[config.mk]
export PLATFORM = sky130hd
export DESIGN_NAME = uart_rx_n
export DESIGN_NICKNAME = d
export VERILOG_FILES = /design/src/rtl/uart_rx_n.sv
export SDC_FILE = /design/constraint.sdc
export NUM_CORES = 1
export LEC_CHECK = 0
export CORE_ASPECT_RATIO = 0.8
export CORE_MARGIN = 2
export CORE_UTILIZATION = 55
export DETAILED_ROUTE_END_ITERATION = 8
export PLACE_DENSITY = 0.74
export SLEW_MARGIN = 20
export SYNTH_ARGS = -nofsm -noshare
export SYNTH_HDL_FRONTEND = slang
export SYNTH_SLANG_ARGS = --single-unit
[constraint.sdc]
create_clock -name Clock -period 17.5 [get_ports Clock]
set_input_delay 3.5 -clock Clock [delete_from_list [all_inputs] [get_ports Clock]]
set_output_delay 3.5 -clock Clock [all_outputs]
set_load 0.01 [all_outputs]
[src/rtl/uart_rx_n.sv]
// Multi-byte UART receiver: 8N1, LSB first. Assembles up to 8 bytes into a
// 64-bit word, with the first byte received in the most significant used byte.
module uart_rx_n #(
  parameter int CLKS_PER_BIT = 16,
  parameter int TIMEOUT_BITS = 20
) (
  input  logic        Clock,
  input  logic        Reset,
  input  logic        RX,
  input  logic [3:0]  Num,
  output logic [63:0] Buffer,
  output logic        Valid,
  output logic        FrameErr,
  output logic        Timeout,
  output logic        Busy,
  output logic [3:0]  Count
);

  localparam int GAP_CYCLES = TIMEOUT_BITS * CLKS_PER_BIT;
  localparam int TICK_W     = $clog2(CLKS_PER_BIT);
  localparam int GAP_W      = $clog2(GAP_CYCLES + 1);

  localparam logic [TICK_W-1:0] TICK_HALF = TICK_W'(CLKS_PER_BIT / 2 - 1);
  localparam logic [TICK_W-1:0] TICK_FULL = TICK_W'(CLKS_PER_BIT - 1);
  localparam logic [GAP_W-1:0]  GAP_LOAD  = GAP_W'(GAP_CYCLES - 1);

  typedef enum logic [2:0] {
    S_IDLE,
    S_START,
    S_DATA,
    S_STOP,
    S_GAP,
    S_BREAK
  } state_t;

  state_t state, state_nxt;

  logic              rx_meta, rx_sync, rx_prev;
  logic [TICK_W-1:0] tick, tick_nxt;
  logic [2:0]        bit_idx, bit_idx_nxt;
  logic [7:0]        shift_byte, shift_byte_nxt;
  logic [63:0]       acc, acc_nxt;
  logic [3:0]        target, target_nxt;
  logic [GAP_W-1:0]  gap_cnt, gap_cnt_nxt;
  logic              from_gap, from_gap_nxt;
  logic [63:0]       buffer_nxt;
  logic              valid_nxt, frame_err_nxt, timeout_nxt, busy_nxt;
  logic [3:0]        count_nxt;

  logic        start_edge;
  logic        tick_done;
  logic [63:0] acc_new;
  logic [3:0]  count_inc;

  assign start_edge = rx_prev & ~rx_sync;
  assign tick_done  = (tick == '0);
  assign acc_new    = {acc[55:0], shift_byte};
  assign count_inc  = Count + 4'd1;

  // NOTE: sequential state uses non-blocking assignments so every flop samples
  // pre-edge values; blocking here would create order-dependent simulation.
  always_ff @(posedge Clock or posedge Reset) begin
    if (Reset) begin
      rx_meta    <= 1'b1;
      rx_sync    <= 1'b1;
      rx_prev    <= 1'b1;
      state      <= S_IDLE;
      tick       <= '0;
      bit_idx    <= '0;
      shift_byte <= '0;
      acc        <= '0;
      target     <= 4'd8;
      gap_cnt    <= '0;
      from_gap   <= 1'b0;
      Buffer     <= '0;
      Valid      <= 1'b0;
      FrameErr   <= 1'b0;
      Timeout    <= 1'b0;
      Busy       <= 1'b0;
      Count      <= '0;
    end else begin
      rx_meta    <= RX;
      rx_sync    <= rx_meta;
      rx_prev    <= rx_sync;
      state      <= state_nxt;
      tick       <= tick_nxt;
      bit_idx    <= bit_idx_nxt;
      shift_byte <= shift_byte_nxt;
      acc        <= acc_nxt;
      target     <= target_nxt;
      gap_cnt    <= gap_cnt_nxt;
      from_gap   <= from_gap_nxt;
      Buffer     <= buffer_nxt;
      Valid      <= valid_nxt;
      FrameErr   <= frame_err_nxt;
      Timeout    <= timeout_nxt;
      Busy       <= busy_nxt;
      Count      <= count_nxt;
    end
  end

  // NOTE: every signal driven here gets a default first, so no path through
  // the case statement can leave one unassigned and infer a latch.
  always_comb begin
    state_nxt      = state;
    tick_nxt       = tick_done ? TICK_FULL : tick - 1'b1;
    bit_idx_nxt    = bit_idx;
    shift_byte_nxt = shift_byte;
    acc_nxt        = acc;
    target_nxt     = target;
    gap_cnt_nxt    = gap_cnt;
    from_gap_nxt   = from_gap;
    buffer_nxt     = Buffer;
    valid_nxt      = 1'b0;
    frame_err_nxt  = 1'b0;
    timeout_nxt    = 1'b0;
    busy_nxt       = Busy;
    count_nxt      = Count;

    unique case (state)
      S_IDLE: begin
        if (start_edge) begin
          state_nxt    = S_START;
          tick_nxt     = TICK_HALF;
          target_nxt   = (Num == 4'd0 || Num > 4'd8) ? 4'd8 : Num;
          acc_nxt      = '0;
          count_nxt    = '0;
          from_gap_nxt = 1'b0;
        end
      end

      S_START: begin
        // A false start from the gap must not restart the inter-byte timer.
        if (from_gap && gap_cnt != '0) gap_cnt_nxt = gap_cnt - 1'b1;
        if (tick_done) begin
          if (rx_sync) begin
            state_nxt = from_gap ? S_GAP : S_IDLE;
          end else begin
            state_nxt   = S_DATA;
            bit_idx_nxt = '0;
            busy_nxt    = 1'b1;
          end
        end
      end

      S_DATA: begin
        if (tick_done) begin
          shift_byte_nxt = {rx_sync, shift_byte[7:1]};
          bit_idx_nxt    = bit_idx + 3'd1;
          if (bit_idx == 3'd7) state_nxt = S_STOP;
        end
      end

      S_STOP: begin
        if (tick_done) begin
          if (!rx_sync) begin
            frame_err_nxt = 1'b1;
            busy_nxt      = 1'b0;
            count_nxt     = '0;
            state_nxt     = S_BREAK;
          end else begin
            acc_nxt   = acc_new;
            count_nxt = count_inc;
            if (count_inc == target) begin
              buffer_nxt = acc_new;
              valid_nxt  = 1'b1;
              busy_nxt   = 1'b0;
              state_nxt  = S_IDLE;
            end else begin
              gap_cnt_nxt = GAP_LOAD;
              state_nxt   = S_GAP;
            end
          end
        end
      end

      S_GAP: begin
        if (start_edge) begin
          state_nxt    = S_START;
          tick_nxt     = TICK_HALF;
          from_gap_nxt = 1'b1;
        end else if (gap_cnt == '0) begin
          timeout_nxt = 1'b1;
          busy_nxt    = 1'b0;
          count_nxt   = '0;
          state_nxt   = S_IDLE;
        end else begin
          gap_cnt_nxt = gap_cnt - 1'b1;
        end
      end

      S_BREAK: begin
        if (rx_sync) state_nxt = S_IDLE;
      end

      default: state_nxt = S_IDLE;
    endcase
  end

endmodule

==> impl.org, run 1 <==
** Global route
- Grt total ovfl :: 0
- For this run, the total global-route usage over all layers was measured as a little under a quarter.
- Global-route wire length before repair :: 24,230 um
- The initial antenna violation count was 0.
- Maximum number of pins on one net before global-route repair :: 100
- Vias in the first global route :: roughly 4.8k

** Worst setup path
- Path type of the worst setup path :: primary input to asynchronous set/reset pin
- Critical path, cell by cell :: clkdlybuf4s50_1, inv_6, buf_4
- At the worst endpoint, the required time is 17.95 ns.
- The worst register-to-register path begins at state[0].
- The critical path starts at Reset.
- STA classifies the critical path endpoint as an asynchronous set/reset pin.
- The worst register-to-register path has a depth of 5.
- The largest individual stage delay along the critical path comes from the cell buf_4.
- On the worst path, the slowest cell contributes a delay of ~0.76 ns.
- STA puts the critical path data arrival time at 5.44 ns.
- Of all nets on the critical path, the largest fanout is 99.
- Critical path startpoint category :: primary input

** Power and ir drop
- Power density cells :: around 120 nW/um2
- Leakage power figure :: roughly 4 nW
- Across the VDD grid, the largest voltage drop is approximately 0.075 mV.

** Logic synthesis
- Largest cells by area after synthesis :: dfrtp_1, mux2_4, nand2_1, nand3_1, mux2_2
- The synthesized design contains 0 enable-type register cells.
- Synthesis produced roughly 600 cells.
- During synthesis, Yosys emitted a total of 0 warnings.
- Synth top area share :: 56.55%
- The biggest area contributor in the post-synthesis netlist is dfrtp_1.
- In this run the mean area of a mapped cell was approximately 12 um2.
- Number of nets produced by synthesis :: 611
- Synthesis inferred 163 register bits.
- In the synthesized netlist the dominant register cell turns out to be dfrtp_1.
- Area of the mapped netlist :: about 7000 um2
- Compound-gate portion of the synthesized area :: 4.677%
- The synthesized netlist devotes less than 1% of its cell area to adder and majority cells.
- Synthesized-area fraction occupied by and/or/nand/nor cells :: 16.88%
- In this run, distinct cell masters in the synthesized netlist total between 50 and 60.
- Share of synthesized registers carrying an async set or reset :: 100.0%
- In the synthesized netlist, mux cells make up ~15% of the area.
- XOR/XNOR Fraction of Synth Area :: less than 1%
- By area, the combinational part of the netlist is dominated by simple AND/OR/NAND/NOR gates.
- The share of the Yosys chip area taken by registers is 58.05%.

** Layout
- Filler cells :: between 900 and 1k
- Leading cell types in the layout, fill and taps excluded :: dfrtp_1, nand2_1, clkdlybuf4s50_1
- Area growth from synthesis to layout :: 19.40%
- Leaving out filler cells and counting taps, the final layout contains 850.
- In the final layout, the share of cells above drive strength 1 is 18.26%.
- Diode insertion count for antenna repair :: 0
- Net count of the finished layout :: slightly below 700
- Commonest non-fill, non-tap cell in the layout :: dfrtp_1

** Clock network
- Counting the buffers created by CTS gives 17.
- Clock tree from TritonCTS :: done
- Clock Root Buffer :: clkbuf_16
- The longest clock path from root to sink contains 2 buffers.
- Clk_lat worst skew :: around 0.42 ns
- The number of setup buffers added after CTS is 0.
- Gates resized during post-CTS repair numbered 0.
- Clock transition time at the flip-flop clock pins of the worst setup and hold paths :: 0.06 ns
- For this design, the CTS-stage hold fixing added 0 buffers.
- Number of clock sinks :: roughly 160
- The H-tree was split into 4 levels.

** Floorplanning
- The total area inside the core boundary comes to ~12,000 um2.
- Vertical die dimension :: between 100 and 150 um
- Total die area :: about 14,000 um2
- Measured along the x axis, the die boundary spans approximately 130 um.
- Count of boundary I/O pins :: slightly below 80
- Starting utilization of the core area :: 57.01%
- Standard-cell row count :: 36

** Outcome
- Outcome :: completed

** STA
- Number of setup violations in the final report :: 0
- Post-route fraction of the period consumed by the critical path :: between 20% and 30%
- The total count of max-transition violations in the final report was 0.
- In the post-route analysis, the smallest setup slack over all paths is between 10 and 15 ns.
- Setup_tns :: 0 ns
- Clock skew after layout :: 0.01097 ns
- Setup repair after global routing left no endpoint under its margin.
- Hold slack :: approximately 0.36 ns
- Final number of hold-violating endpoints :: 0
- For the finished layout, the period the worst path requires is 4.988 ns.
- Slew HR :: a little under a third
- Measured slew at the worst slew-check pin :: 1.037 ns
- Highest clock rate :: 200.5 MHz

** Worst hold path
- Hold Path Depth :: 0
- In this run the worst hold path is classified as register to register.
- In this run the most critical hold path is launched from rx_meta.

** Routing
- Number of vias per cell after detailed routing :: roughly 5.5
- The detailed router finished its first iteration with between 400 and 500 violations.
- Wire length per cell after detailed routing :: between 15 and 20 um
- Once detail routing completed, the nets flagged for antenna violations numbered 0.
- The routed layout has 4,691 vias.
- After detailed routing, the number of remaining DRC violations is 0.
- For this run, the detailed router's first-pass iteration total came to 5.
- Wirelength, routed :: between 10,000 and 15,000 um

** Placed design
- The congestion estimate from routability-driven global placement came to approximately 0.85.
- Once detailed placement completed, the half-perimeter wirelength came to around 9000 um.
- Number of port buffers :: between 70 and 80
- Placed Cells incl. Taps :: slightly above 800
- Before CTS, the worst setup slack after placement is between 10 and 15 ns.

** Flow run
- Max-cap violations in this run came to 0.
-- metrics by stage --
stage                     cell area, um2  util (%)  total power, mW
after floorplan                     7036         -           0.5785
after global placement              7830     63.44           0.6099
after detailed placement            7830     63.44           0.6192
after CTS                           8401     68.07           0.9773
after global routing                8401     68.07            1.021
final                               8401     68.07           0.9728
-- final timing paths --
path | to | slack [ns]
setup / recovery | state[0] | 12.51
setup reg to reg | Buffer[27] | 14.01
hold reg to reg | rx_sync | 0.36
max in group Clock | Count[0] | 12.55
min in group asynchronous | Count[3] | 3.65
hold / removal | rx_sync | 0.36
-- synth_stat cells (all sizes together), types with 4 or more instances --
cell type and count:
nor3 6, o31ai 4, nor2 15, inv 7, nand3b 4, dfstp 4
clkbuf 18, nand2 134, buf 16, a21oi 10, xnor2 5, o21ai 21
mux2 73, dfrtp 159, nor2b 8, ha 5, nand3 64
-- where the power goes --
part / leakage (nW) / switching, mW / internal [mW]
combinational: 1.55 / 0.111 / 0.0616
clock: 0.277 / 0.159 / 0.199
sequential: 2.22 / 0.0371 / 0.405
-- flip-flops by register name, indices dropped and copies added, names as in the netlist --
register	cells
Buffer	64
Busy	1
Count	4
FrameErr	1
Timeout	1
Valid	1
acc	56
bit_idx	3
from_gap	1
gap_cnt	9
rx_meta	1
rx_prev	1
rx_sync	1
shift_byte	8
state	3
target	4
tick	4
-- cell type report --
type | count | area [um2] | share of cell area (%)
Multi-Input combinational cell | 395 | 2690 | 32.02
Clock inverter | 15 | 145.1 | 1.728
Sequential cell | 163 | 4084 | 48.61
Tap cell | 171 | 214.0 | 2.547
Clock buffer | 17 | 425.4 | 5.064
Inverter | 7 | 31.28 | 0.3724
Timing Repair Buffer | 82 | 810.8 | 9.651
-- metal layers --
metal	share of wire [%]	wire [um]	track usage, %	up-vias
li1	-	-	-	2186
met1	46	6539	31.83	2367
met2	48	6843	35.15	128
met3	5.1	727	5.837	10
met4	0.82	116	5.471	0
met5	0	0	0	-
-- logic make-up after synthesis --
| kind of cell | count (synthesis) |
|---|---|
| AO/OA/AOI/OAI | 52 |
| XOR/XNOR | 7 |
| adder cells (fa/ha/maj) | 5 |
| buffers and inverters | 41 |
| flip-flops | 163 |
| multiplexers | 76 |
| AND/OR/NAND/NOR | 255 |
-- worst max-delay path, delay by kind of cell --
kind / cells / cell delay, ns
buffers and inverters: 3 / 1.85
(Power assumes the default switching activity.)
==> run 2: changes to the inputs <==
- clock period: 17.5 -> 4.8 ns (I/O delays scaled with it)
==> run 2 against run 1 <==
Compared with the run above: critical path depth is 3 higher; combinational power grew to 3.6 times the previous value; largest cell class unchanged; largest power group unchanged; worst hold slack worse by 0.0053 ns; count of clock-buffer cells in the layout is 4 higher.
==> impl.org, run 2 (synthesis gave the netlist of run 1 again) <==
** Worst setup path
- STA classifies the critical path startpoint as a register.
- The number of buffers and inverters on the critical path is 2 (-1).
- Critical Path RT :: 5.11 ns (-12.84 ns)
- The maximum net fanout on the critical path came to 44 (-56%).
- The slowest stage of the critical path is the and4_4 cell.
- The largest stage delay on the critical path came to 0.66 ns (-0.10 ns).
- Path type of the worst setup path :: register to register
- Among cell families on the critical path, the largest total delay comes from simple AND/OR/NAND/NOR gates.
- STA classifies the critical path endpoint as a register.
- Critical path, cell by cell :: inv_1, ha_1, nor3b_1, and4_4, buf_16, mux2_2
- The data arrival at the endpoint of the critical path is 3.17 ns (-2.27 ns).

** Floorplanning
- Starting utilization of the core area :: 57.01% (unchanged)
- The number of top-level pins was 79 (unchanged).
- Floorplan die width :: 130.5 um (unchanged)
- Vertical die dimension :: 105.2 um (unchanged)
- Total die area :: 13,720 um2 (unchanged)
- The core area came to 12,340 um2 (unchanged).
- The floorplan row count is 36 (unchanged).

** Layout
- The share of layout cells above drive strength 1 came to 18.26% (unchanged).
- The number of flip-flops under the largest register name is 64 (unchanged).
- The area growth from synthesis to layout is 20.38%.
- Commonest non-fill, non-tap cell in the layout :: dfrtp_1
- Registers with the highest flip-flop counts :: Buffer: 64 flops, acc: 56 flops, gap_cnt: 9 flops
- Net count of the finished layout :: 678 (unchanged)
- The area occupied by registers came to 4084 um2 (unchanged).
- Diode insertion count for antenna repair :: 0 (unchanged)
- Area of the multi-input gates :: 2690 um2 (unchanged)
- Filler cells :: 920 (+0.44%)
- The library cells used most frequently in the layout, excluding fill and tap cells, are dfrtp_1, nand2_1, clkdlybuf4s50_1.
- Buffer holds more flip-flops than any other register.

** Flow run
- Number of max-cap violations :: 0 (unchanged)

** Routing
- The number of detailed-routing iterations run before antenna repair was 4 (-1).
- DR DRC count :: 0 (unchanged)
- The total length of routed wires came to 14,190 um (-0.27%).
- Number of vias in the routed layout :: 4,667 (-0.51%)
- The ratio of routed vias to standard cells is 5.491 (-0.51%).
- Remaining antenna violation count after routing :: 0 (unchanged)
- Wire length per cell after detailed routing :: 16.69 um (-0.27%)
- DRT iter0 DRCs :: 350 (-14%)

** STA
- Slew HR :: 31.17% (+0.30 points)
- Measured slew at the worst slew-check pin :: 1.032 ns (-0.004556 ns)
- Setup repair after global routing left no endpoint under its margin.
- Clock skew after layout :: 0.005999 ns (-0.004969 ns)
- The total count of max-transition violations in the final report came to 0 (unchanged).
- Based on the critical path, the design can be clocked at up to 349.0 MHz.
- The setup TNS after final layout was 0 ns (unchanged).
- Crit path time final :: about 2.9 ns
- Hold slack :: 0.3536 ns (-0.005336 ns)
- The count of final setup violators came to 0 (unchanged).
- Final number of hold-violating endpoints :: 0 (unchanged)
- Post-route fraction of the period consumed by the critical path :: roughly three fifths

** Clock network
- TritonCTS built the clock tree.
- Clock Root Buffer :: clkbuf_16
- Clk_lat worst skew :: 0.42 ns (about the same)
- CTS buffer count :: 17 (unchanged)
- Number of hold-repair buffers added at the cts stage :: 0 (unchanged)
- The clock input transition at the sequential cells of the worst setup and hold paths was 0.06 ns (about the same).
- Setup fix buffers added after clock tree synthesis :: 0 (unchanged)
- The depth of the CTS H-tree was 4 (unchanged).
- Number of clock sinks :: 163 (unchanged)
- The maximum clock path buffer count was 2 (unchanged).
- Number of gates resized after CTS :: 0 (unchanged)

** Power and ir drop
- The cell area power density was 424.1 nW/um2 (+270%).
- The leakage power figure is 4.070 nW (+0.50%).
- Worst voltage drop across the vdd grid :: 0.2408 mV (+220%)

** Global route
- Number of antenna violations at the first check in global routing :: 0 (unchanged)
- Maximum number of pins on one net before global-route repair :: 164 (+64%)
- The via count of the first global-routing pass is 4,617 (-3.7%).
- The total congestion overflow after global routing came to 0 (unchanged).
- Global-route wire length before repair :: 23,840 um (-1.6%)
- The total routing resource utilization after global routing was 22.49% (-0.034 points).

** Outcome
- The flow ran to the end, and the final reports show no timing, DRC or antenna violations.

** Placed design
- Routability-driven placement congestion ratio :: 0.8567 (+0.23%)
- Number of port buffers :: 78 (unchanged)
- Sum of net half-perimeters after detailed placement :: 8627 um (-2.7%)

** Worst hold path
- Path class of the lowest-slack min-delay path :: register to register
-- run 2: routing by layer --
metal	up-vias	global-route usage (%)	routed length, um
met4	0	8.055	255
met5	-	0	0
met1	2327	32.70	6475
met2	128	33.73	6754
li1	2191	-	-
met3	21	4.557	704
-- run 2: final timing paths --
kind / to / start / cells past startpoint / slack (ns)
setup / recovery: Buffer[18] / tick[0] / 6 / 1.93
hold / removal: rx_sync / rx_meta / 0 / 0.35
setup reg to reg: Buffer[18] / tick[0] / 6 / 1.93
hold reg to reg: rx_sync / rx_meta / 0 / 0.35
max in group asynchronous: Count[3] / Reset / 3 / 2.97
min in group asynchronous: acc[54] / Reset / 3 / 1.07
-- run 2: cell type report --
| cell class | count | share of cell area (%) |
|---|---|---|
| Clock buffer | 21 | 5.673 |
| Sequential cell | 163 | 48.22 |
| Multi-Input combinational cell | 395 | 31.76 |
| Tap cell | 171 | 2.526 |
| Clock inverter | 11 | 1.507 |
| Inverter | 7 | 0.3546 |
| Timing Repair Buffer | 82 | 9.957 |
-- run 2: power by group --
part | internal (mW) | total [mW] | switching [mW]
combinational | 0.225 | 0.626 | 0.401
sequential | 1.48 | 1.61 | 0.134
clock | 0.821 | 1.35 | 0.533
-- run 2: worst reg2reg max path, stage by stage, from the launching register on --
cell and delay (ns):
dfrtp_1 0.38, inv_1 0.09, ha_1 0.23, nor3b_1 0.63, and4_4 0.66, buf_16 0.34
mux2_2 0.42
-- run 2: stage by stage --
stage | power, mW | std cells | worst slack (ns) | cell area (um2) | util, %
2_1_floorplan | 2.110 | 599 | 1.772 | 7039 | -
3_3_place_gp | 2.217 | 817 | 1.872 | 7834 | 63.47
3_5_place_dp | 2.248 | 817 | 1.791 | 7834 | 63.47
4_1_cts | 3.610 | 849 | 1.757 | 8442 | 68.40
5_1_grt | 3.764 | 850 | 1.751 | 8469 | 68.62
6_report | 3.592 | 850 | 1.935 | 8469 | 68.62
